### src/rtl/branch_stats_unit_if.sv
`default_nettype none
// ============================================================================
//  Module      : branch_stats_unit_if
//  Description : Memory-mapped register port of the branch statistics unit.
//                The master (CPU decode) drives the address and the strobes.
//                The slave (the statistics unit) returns registered read data.
//  Revision    : 1.0 - initial release
// ============================================================================
interface branch_stats_unit_if;
  logic [3:0]  addr;
  logic        re;
  logic        we;
  logic [15:0] wdata;
  logic [15:0] rdata;
  logic        rd_vld;

  modport master (output addr, output re, output we, output wdata,
                  input  rdata, input rd_vld);
  modport slave  (input  addr, input re, input we, input wdata,
                  output rdata, output rd_vld);
endinterface
`default_nettype wire

### src/rtl/branch_stats_unit.sv
`default_nettype none
// ============================================================================
//  Module      : branch_stats_unit
//  Description : Three wide counters (branches, BTB hits, mispredictions).
//                They are read through a 16-bit register port. The port gives
//                atomic LO/HI snapshot reads, freeze/clear control and sticky
//                overflow flags.
//  Config      : BRSTAT_SAT_EN - when defined, counters saturate at all-ones
//                instead of wrapping to zero.
//  Revision    : 1.0 - initial release
// ============================================================================
module branch_stats_unit #(
  parameter int CNT_W = 32
) (
  input  wire logic           clk,
  input  wire logic           rst_n,
  input  wire logic           inc_br_cnt,
  input  wire logic           inc_hit_cnt,
  input  wire logic           inc_mispr_cnt,
  branch_stats_unit_if.slave  bus,
  output logic                ovf_irq
);

  localparam int HI_W = CNT_W - 16;

`ifdef BRSTAT_SAT_EN
  localparam bit SAT = 1'b1;
`else
  localparam bit SAT = 1'b0;
`endif

  localparam logic [3:0] A_BR_LO  = 4'd0;
  localparam logic [3:0] A_BR_HI  = 4'd1;
  localparam logic [3:0] A_HIT_LO = 4'd2;
  localparam logic [3:0] A_HIT_HI = 4'd3;
  localparam logic [3:0] A_MIS_LO = 4'd4;
  localparam logic [3:0] A_MIS_HI = 4'd5;
  localparam logic [3:0] A_CTRL   = 4'd6;
  localparam logic [3:0] A_STATUS = 4'd7;

  logic [CNT_W-1:0] br_cnt_q, br_cnt_d;
  logic [CNT_W-1:0] hit_cnt_q, hit_cnt_d;
  logic [CNT_W-1:0] mis_cnt_q, mis_cnt_d;
  logic [HI_W-1:0]  br_snap_q, br_snap_d;
  logic [HI_W-1:0]  hit_snap_q, hit_snap_d;
  logic [HI_W-1:0]  mis_snap_q, mis_snap_d;
  logic             freeze_q, freeze_d;
  logic [2:0]       status_q, status_d;
  logic [15:0]      rdata_q, rdata_d;
  logic             rd_vld_q, rd_vld_d;

  logic             wr_ctrl, wr_status, clr, rd_lo;
  logic [2:0]       inc_en, ovf_set;
  logic [CNT_W:0]   br_nx, hit_nx, mis_nx;
  logic             unused_wdata;

  assign unused_wdata = ^bus.wdata[15:3];

  // Next counter value with the overflow flag in the top bit. Clear wins over
  // an increment, so an increment lost to a clear does not flag overflow.
  function automatic logic [CNT_W:0] bump(input logic [CNT_W-1:0] cur,
                                          input logic inc, input logic clear);
    logic [CNT_W:0] r;
    r = {1'b0, cur};
    if (clear) begin
      r = '0;
    end else if (inc) begin
      if (&cur) begin
        r = SAT ? {1'b1, cur} : {1'b1, {CNT_W{1'b0}}};
      end else begin
        r = {1'b0, cur + 1'b1};
      end
    end
    return r;
  endfunction

  // Register-port decode and counter/control/status next-state.
  always_comb begin
    wr_ctrl    = bus.we && (bus.addr == A_CTRL);
    wr_status  = bus.we && (bus.addr == A_STATUS);
    clr        = wr_ctrl && bus.wdata[1];
    rd_lo      = bus.re && ((bus.addr == A_BR_LO) || (bus.addr == A_HIT_LO) ||
                            (bus.addr == A_MIS_LO));
    inc_en     = {inc_mispr_cnt, inc_hit_cnt, inc_br_cnt} & {3{~freeze_q}};

    br_nx      = bump(br_cnt_q,  inc_en[0], clr);
    hit_nx     = bump(hit_cnt_q, inc_en[1], clr);
    mis_nx     = bump(mis_cnt_q, inc_en[2], clr);
    br_cnt_d   = br_nx[CNT_W-1:0];
    hit_cnt_d  = hit_nx[CNT_W-1:0];
    mis_cnt_d  = mis_nx[CNT_W-1:0];
    ovf_set    = {mis_nx[CNT_W], hit_nx[CNT_W], br_nx[CNT_W]};

    freeze_d   = wr_ctrl ? bus.wdata[0] : freeze_q;
    // A new overflow beats a simultaneous write-1-to-clear.
    status_d   = (status_q & ~(wr_status ? bus.wdata[2:0] : 3'b000)) | ovf_set;

    // Any LO read freezes the upper halves of all three counters together.
    br_snap_d  = rd_lo ? br_cnt_q[CNT_W-1:16]  : br_snap_q;
    hit_snap_d = rd_lo ? hit_cnt_q[CNT_W-1:16] : hit_snap_q;
    mis_snap_d = rd_lo ? mis_cnt_q[CNT_W-1:16] : mis_snap_q;
  end

  // Read data mux; values are the ones present in the re cycle (pre-write).
  always_comb begin
    rd_vld_d = bus.re;
    rdata_d  = rdata_q;
    if (bus.re) begin
      unique case (bus.addr)
        A_BR_LO:  rdata_d = br_cnt_q[15:0];
        A_BR_HI:  rdata_d = 16'(br_snap_q);
        A_HIT_LO: rdata_d = hit_cnt_q[15:0];
        A_HIT_HI: rdata_d = 16'(hit_snap_q);
        A_MIS_LO: rdata_d = mis_cnt_q[15:0];
        A_MIS_HI: rdata_d = 16'(mis_snap_q);
        A_CTRL:   rdata_d = {15'd0, freeze_q};
        A_STATUS: rdata_d = {13'd0, status_q};
        default:  rdata_d = 16'd0;
      endcase
    end
  end

  // State registers, asynchronously cleared.
  always_ff @(posedge clk or negedge rst_n) begin
    if (!rst_n) begin
      br_cnt_q   <= '0;
      hit_cnt_q  <= '0;
      mis_cnt_q  <= '0;
      br_snap_q  <= '0;
      hit_snap_q <= '0;
      mis_snap_q <= '0;
      freeze_q   <= 1'b0;
      status_q   <= 3'b000;
      rdata_q    <= 16'd0;
      rd_vld_q   <= 1'b0;
    end else begin
      br_cnt_q   <= br_cnt_d;
      hit_cnt_q  <= hit_cnt_d;
      mis_cnt_q  <= mis_cnt_d;
      br_snap_q  <= br_snap_d;
      hit_snap_q <= hit_snap_d;
      mis_snap_q <= mis_snap_d;
      freeze_q   <= freeze_d;
      status_q   <= status_d;
      rdata_q    <= rdata_d;
      rd_vld_q   <= rd_vld_d;
    end
  end

  assign bus.rdata  = rdata_q;
  assign bus.rd_vld = rd_vld_q;
  assign ovf_irq    = |status_q;

endmodule
`default_nettype wire

### src/flat_wrapper.sv
// flat-port wrapper written by rule: the top's interface ports become plain ports
module branch_stats_unit_flat 
#(
  parameter int CNT_W = 32
)
  (clk, rst_n, inc_br_cnt, inc_hit_cnt, inc_mispr_cnt, ovf_irq, bus_addr, bus_re, bus_we, bus_wdata, bus_rdata, bus_rd_vld);
  branch_stats_unit_if bus_i ();
  input  wire logic clk;
  input  wire logic rst_n;
  input  wire logic inc_br_cnt;
  input  wire logic inc_hit_cnt;
  input  wire logic inc_mispr_cnt;
  output logic ovf_irq;
  input wire logic [$bits(bus_i.addr)-1:0] bus_addr;
  input wire logic [$bits(bus_i.re)-1:0] bus_re;
  input wire logic [$bits(bus_i.we)-1:0] bus_we;
  input wire logic [$bits(bus_i.wdata)-1:0] bus_wdata;
  output wire logic [$bits(bus_i.rdata)-1:0] bus_rdata;
  output wire logic [$bits(bus_i.rd_vld)-1:0] bus_rd_vld;
  assign bus_i.addr = bus_addr;
  assign bus_i.re = bus_re;
  assign bus_i.we = bus_we;
  assign bus_i.wdata = bus_wdata;
  assign bus_rdata = bus_i.rdata;
  assign bus_rd_vld = bus_i.rd_vld;
  branch_stats_unit #(.CNT_W(CNT_W)) u_core (.clk(clk), .rst_n(rst_n), .inc_br_cnt(inc_br_cnt), .inc_hit_cnt(inc_hit_cnt), .inc_mispr_cnt(inc_mispr_cnt), .bus(bus_i), .ovf_irq(ovf_irq));
endmodule
### config.mk
export PLATFORM = sky130hd
export DESIGN_NAME = branch_stats_unit_flat
export DESIGN_NICKNAME = d
export VERILOG_FILES = /design/src/rtl/branch_stats_unit_if.sv /design/src/rtl/branch_stats_unit.sv /design/src/flat_wrapper.sv
export SDC_FILE = /design/constraint.sdc
export NUM_CORES = 1
export LEC_CHECK = 0
export CORE_ASPECT_RATIO = 1.1
export CORE_MARGIN = 4
export CORE_UTILIZATION = 55
export CTS_BUF_LIST = sky130_fd_sc_hd__clkbuf_2
export DETAILED_ROUTE_END_ITERATION = 7
export GPL_TIMING_DRIVEN = 1
export PLACE_DENSITY = 0.73
export SYNTH_ARGS = -nofsm -noshare
export SYNTH_HDL_FRONTEND = slang
export SYNTH_SLANG_ARGS = --single-unit
### constraint.sdc
create_clock -name clk -period 6 [get_ports clk]
set_clock_uncertainty 0.2 [all_clocks]
set_input_delay 1.2 -clock clk [delete_from_list [all_inputs] [get_ports clk]]
set_output_delay 1.2 -clock clk [all_outputs]
set_load 0.005 [all_outputs]
==> results of run 1 <==
==> state kept, by name (all words and copies together), names as in the netlist <==
name and flops:
u_core.freeze_q 1, u_core.status_q 3, u_core.br_cnt_q 32, u_core.mis_cnt_q 32, u_core.bus.rd_vld 1, u_core.br_snap_q 16, u_core.hit_cnt_q 32, u_core.hit_snap_q 16
u_core.bus.rdata 16, u_core.mis_snap_q 16
==> routing by layer <==
| layer | global-route usage [%] | vias up | wire (µm) |
|---|---|---|---|
| li1 | - | 3571 | - |
| met1 | 41.2 | 3852 | 10800 |
| met5 | 0 | - | 0 |
| met2 | 43.8 | 393 | 11700 |
| met4 | 9.79 | 0 | 747 |
| met3 | 4.52 | 57 | 1980 |
==> worst max-delay path, stage by stage <==
cell	delay, ns
clkdlybuf4s50_1	0.72
nor4bb_4	0.32
and2_1	0.45
nor2_2	1.01
nand2_1	0.57
o31ai_1	0.37
==> per-stage QoR <==
stage | instances | power, W | util, %
final | 1139 | 0.00229 | 60.6
after detailed placement | 1106 | 0.00169 | 59.0
after CTS | 1138 | 0.00229 | 60.6
after floorplan | 920 | 0.00153 | -
after global placement | 1106 | 0.00167 | 59.0
after global routing | 1139 | 0.00241 | 60.6
==> layout by cell type (no fill, tap or decap), types with 7 or more instances in the layout <==
master	n
o21ai_0	35
o211ai_1	9
o31ai_1	9
xor2_1	7
nand2b_1	9
a41oi_1	17
nand2_1	71
inv_1	18
dfrtp_1	165
nand3_1	62
nor3_1	12
and4_1	11
nor4_1	9
and2_1	17
buf_4	14
and3_1	21
a22oi_1	19
a221oi_1	14
or3_1	15
clkdlybuf4s50_1	30
nand3b_1	20
a22o_1	15
a31oi_1	85
mux2_2	38
clkbuf_2	17
nor2_1	51
nand4_1	46
==> final cells by class <==
class                   instances  area (µm²)  share of cell area (%)
diodes                          1        2.50                  0.0261
clock buffers                  17        85.1                   0.886
clock inverters                15         154                    1.60
inverters                      18        67.6                   0.704
multi-input cells             678        4500                    46.8
flip-flops and latches        165        4130                    43.0
well taps                     200         250                    2.61
repair buffers                 45         417                    4.34
==> worst paths after layout <==
| path | slack [ns] | endpoint | depth (start not counted) | from |
|---|---|---|---|---|
| setup / recovery | 1.82 | u_core.mis_cnt_q[26]$_DFFE_PN0P_ | 6 | bus_addr[1] |
| hold / removal | 0.22 | u_core.hit_cnt_q[8]$_DFFE_PN0P_ | 1 | rst_n |
| setup reg to reg | 2.65 | u_core.hit_cnt_q[31]$_DFFE_PN0P_ | 7 | u_core.hit_cnt_q[0]$_DFFE_PN0P_ |
| hold reg to reg | 0.32 | u_core.br_snap_q[8]$_DFFE_PN0P_ | 2 | u_core.br_snap_q[8]$_DFFE_PN0P_ |
| max in group asynchronous | 4.26 | u_core.br_snap_q[15]$_DFFE_PN0P_ | 2 | rst_n |
| min in group clk | 0.32 | u_core.br_snap_q[8]$_DFFE_PN0P_ | 2 | u_core.br_snap_q[8]$_DFFE_PN0P_ |
==> report_power, final <==
group,internal [W],leakage (nW),switching (W)
registers,0.00119,2.24,0.000134
clock network,0.000193,0.137,0.000420
logic,0.000135,1.54,0.000213
total,0.00152,3.92,0.000768
==> kinds of logic (layout without fill, tap and decap cells) <==
group                      count (synthesis)  count (layout)
and+or+nand+nor                          391             391
AOI/OAI and AO/OA                        229             229
DFF                                      165             165
buffers and inverters                     77              95
muxes                                     44              44
xor gates and xnor gates                  11              11
adders and majority gates                  3               3
other                                      0               1
==> impl_results.md, run 1 <==
* Outcome: complete, no violations
* EDFF count, synth at 0
* # nets final at 955
* Total Wirelength at 25200 µm
* Clock root buffer: clkbuf_2
* Area grow syn2layout at 7.22%
* Rel. slew slack at 17.3%
* Cell variety after synth at 67
* First-pass GRT wire length at 41000 µm
* Post-CTS Setup Inserts at 0
* Dominant cells by area after synthesis: dfrtp_1, a31oi_1, mux2_2
* Row count at 48
* Top-count cell post-synth: dfrtp_1
* Area of placed instances at 9360 µm²
* Clk Latency, worst-skew pair at 0.76 ns
* WS Path Type: primary input to flop
* Main combinational cell family by area after synthesis: simple AND/OR/NAND/NOR gates
* VDD IR max at 0.000124 V
* Synth Cell Area at 8960 µm²
* Worst Tran Pin Value at 1.24 ns
* DR pass1 iterations at 5
* Crit path max fanout at 31
* Pin count of the biggest net entering global routing at 74
* Final setup fails at 0
* Yosys top cell area share at 46.1%
* DRT iter0 DRCs at 1023
* Top cells by count, synth: dfrtp_1, a31oi_1, nand2_1
* Fin area at 9600 µm²
* Max_cap viols at 0
* Die area at 18400 µm²
* Global placement routability congestion at 0.884
* Setup TNS at 0 ns
* Cell count after synthesis at 920
* Clock buffer depth at 2
* Hold Fails Final Rpt at 0
* Number of port buffers at 31
* Worst Setup Slack, final at 1.82 ns
* Antenna-violating nets left at 0
* Share of cells above drive strength 1 at 12.3%
* Synth area leader: dfrtp_1
* Crit end category: flop
* GRT Residual Overflow at 0
* Routed len/inst at 22.1 µm
* Adder-Cell Fraction of Synth Area at 0.419%
* Filler cells at 1358
* H-tree levels at 4
* Yosys warnings at 0
* Worst Hold Class: primary input to async pin
* FF+latch count, synth at 165
* Synth Area in Simple Gates at 25.5%
* Avg Cell Area, Syn at 9.73 µm²
* Die Ht at 142 µm
* Post-synth ARST share at 100%
* Power per Cell Area at 238 nW/µm²
* Initial Util at 56.5%
* RSZ-0062 raised after global routing: false
* Seq/Total Area, Yosys at 46.1%
* Detail Placement HPWL at 17500 µm
* Vias in the first global route at 7210
* IO Pins at 45
* Pre-CTS WS at 1.12 ns
* CTS tree: done
* WHS at 0.220 ns
* DRC viols at 0
* Ys flop type: dfrtp_1
* CTS buffer count at 17
* CTS Hold Bufs at 0
* Setup crit start kind: primary input
* CP required at 6.48 ns
* Multiplexer area fraction after synthesis at 5.45%
* Area fraction in compound gates after synthesis at 17.8%
* Xor/xnor cell area share of the yosys netlist at 1.08%
* Initial antenna violation count at 1
* DIE WIDTH at 130 µm
* Clock slew seen by the registers of the worst setup and hold paths at 0.25 ns
* CTS resizes at 0
* Max frequency at 239 MHz
* Clock sink total at 165
* Count of pins over their slew limit at 0
* Post-layout min period at 4.18 ns
* Leakage at 3.92 nW
* Worst path arrival time at 4.66 ns
* Final worst path period share at 69.6%
* Net Count, Synth at 950
* Vias/cell at 6.91
* Core Box Area at 15900 µm²
* All-Layer GR Usage at 28.5%
* Total number of vias at 7873
Note: power is estimated with default switching activity, not from simulation.
==> inputs of run 2 (changes only) <==
PLACE_DENSITY = 0.76   (was 0.73)
clock period = 3.65 ns   (was 6 ns; I/O delays follow)
==> impl_results.md, run 2 (synthesized netlist as in run 1, its figures left out) <==
* Leakage at 4.04 nW
* Die area at 18400 µm²
* Most common cell after layout, fill and taps aside: dfrtp_1
* Count of pins over their slew limit at 0
* Vias in the first global route at 7350
* Worst r2r path cells at 7
* WHS at 0.316 ns
* Antenna-violating nets left at 0
* Slowest cell on the critical path: dfrtp_1
* Gate power share at 15.6%
* Pin count of the biggest net entering global routing at 77
* Rel. slew slack at 35.7%
* Total power draw at 0.00376 W
* Total Wirelength at 24900 µm
* Commonest non-fill, non-tap cells in the layout: dfrtp_1, a31oi_1, nand2_1
* Area of placed instances at 9540 µm²
* CTS tree: done
* Vias/cell at 6.87
* Post-layout min period at 2.96 ns
* Power per Cell Area at 385 nW/µm²
* Top Usage Layer GRT: met2
* Final worst path period share at 81.2%
* Setup crit start kind: flop
* Clock power frac at 26.2%
* RSZ-0062 raised after global routing: false
* Core Box Area at 15900 µm²
* Worst Setup Slack, final at 0.685 ns
* Hold Fails Final Rpt at 0
* First-pass GRT wire length at 40600 µm
* Pre-CTS WS at 0.252 ns
* Crit path to: ovf_irq
* Row count at 48
* CP cell instances: or3_1 -> clkdlybuf4s50_1
* All-Layer GR Usage at 28.2%
* H-tree levels at 4
* Initial antenna violation count at 1
* Worst path arrival time at 2.03 ns
* Met1 Use GR at 40.8%
* Total number of vias at 7949
* Worst path max stage delay at 0.48 ns
* # nets final at 976
* DRC viols at 0
* Worst Hold Class: flop to flop
* DR pass1 iterations at 5
* Clock buffer depth at 2
* Worst Tran Pin Value at 0.960 ns
* Crit path from: u_core.status_q[1]$_DFF_PN0_
* Met2 Use GR at 43.0%
* Largest regs: u_core.br_cnt_q x32, u_core.hit_cnt_q x32, u_core.mis_cnt_q x32
* Switch share at 31.4%
* Outcome: complete, no violations
* Sw Pwr at 0.00118 W
* Detail Placement HPWL at 17800 µm
* Clock root buffer: clkbuf_2
* IO Pins at 45
* R2R setup slack at 0.76 ns
* R2R Path Start: u_core.br_cnt_q[1]$_DFFE_PN0P_
* VDD IR max at 0.000193 V
* WS Path Type: flop to primary output
* Grt met3 use at 5.42%
* Die Ht at 142 µm
* Clk Latency, worst-skew pair at 0.76 ns
* Max frequency at 337 MHz
* Routed len/inst at 21.6 µm
* Initial Util at 56.5%
* Setup TNS at 0 ns
* Post-CTS Setup Inserts at 0
* CP required at 2.72 ns
* Clock slew seen by the registers of the worst setup and hold paths at 0.21 ns
* DRT iter0 DRCs at 879
* Final setup fails at 0
* Global placement routability congestion at 0.893
* Crit path max fanout at 3
* Share of cells above drive strength 1 at 13.6%
* Clock sink total at 165
* GRT Residual Overflow at 0
* Area grow syn2layout at 9.05%
* Max_cap viols at 0
* DIE WIDTH at 130 µm
* Sequential share of power at 58.2%
* Crit end category: primary output
* CTS buffer count at 17
* Internal power at 0.00258 W
* Reg2reg end: u_core.br_cnt_q[19]$_DFFE_PN0P_
* Fin area at 9770 µm²
* Number of port buffers at 31
run 2: changes by cell type in the layout (fill, tap and decap cells not counted), sizes merged:
cell | previous run | this run
buf | 15 | 35
bufinv | 2 | 3
clkbuf | 17 | 22
clkinv | 5 | 4
clkinvlp | 4 | 0
dlygate4sd3 | 0 | 1
inv | 22 | 18
run 2: timing repair:
| action | CTS | global route |
|---|---|---|
| hold buffers | 1 | 0 |
| gates resized for setup | 0 | 0 |
| endpoints found under the hold margin | 73 | 0 |
run 2: worst min path at each step:
stage,slack [ns],depth (start not counted),end,startpoint
after global placement,0.26,2,u_core.br_snap_q[1]$_DFFE_PN0P_,u_core.br_snap_q[1]$_DFFE_PN0P_
after global routing,0.33,1,u_core.hit_cnt_q[23]$_DFFE_PN0P_,u_core.hit_cnt_q[23]$_DFFE_PN0P_
after CTS,0.32,2,u_core.br_snap_q[1]$_DFFE_PN0P_,u_core.br_snap_q[1]$_DFFE_PN0P_
after floorplan,0.23,0,u_core.br_cnt_q[0]$_DFFE_PN0P_,rst_n
after detailed placement,0.27,2,u_core.br_snap_q[1]$_DFFE_PN0P_,u_core.br_snap_q[1]$_DFFE_PN0P_
final,0.32,2,u_core.br_snap_q[1]$_DFFE_PN0P_,u_core.br_snap_q[1]$_DFFE_PN0P_
run 2: metrics by stage:
step	utilization (%)	cells
final	61.6	1157
after CTS	61.6	1156
after global placement	60.1	1126
after detailed placement	60.1	1126
after floorplan	-	920
after global routing	61.6	1157
run 2: layout make-up:
| type | count | area, µm² |
|---|---|---|
| Clock buffer | 22 | 110 |
| Fill cell | 1363 | 6090 |
| Sequential cell | 165 | 4130 |
| Multi-Input combinational cell | 678 | 4500 |
| Inverter | 18 | 67.6 |
| Tap cell | 200 | 250 |
| Clock inverter | 7 | 108 |
| Timing Repair Buffer | 66 | 602 |
| Antenna cell | 1 | 2.50 |
run 2: power by group through the flow:
stage	clock network [W]	logic [W]	registers, W
6_report	0.000986	0.000586	0.00219
4_1_cts	0.000993	0.000587	0.00218
5_1_grt	0.00107	0.000665	0.00221
2_1_floorplan	0	0.000403	0.00211
3_5_place_dp	0	0.000583	0.00221
3_3_place_gp	0	0.000569	0.00220
run 2: per-layer routing:
| layer | up-vias | share of wire [%] |
|---|---|---|
| met4 | 0 | 3.0 |
| met5 | - | 0 |
| met3 | 56 | 7.3 |
| li1 | 3617 | - |
| met1 | 3909 | 44 |
| met2 | 367 | 46 |
run 2: critical path, delay by kind of cell, from the launching register on:
kind	cells	cell delay [ns]
flip-flops	1	0.48
buffers and inverters	1	0.45
AND/OR/NAND/NOR	1	0.38
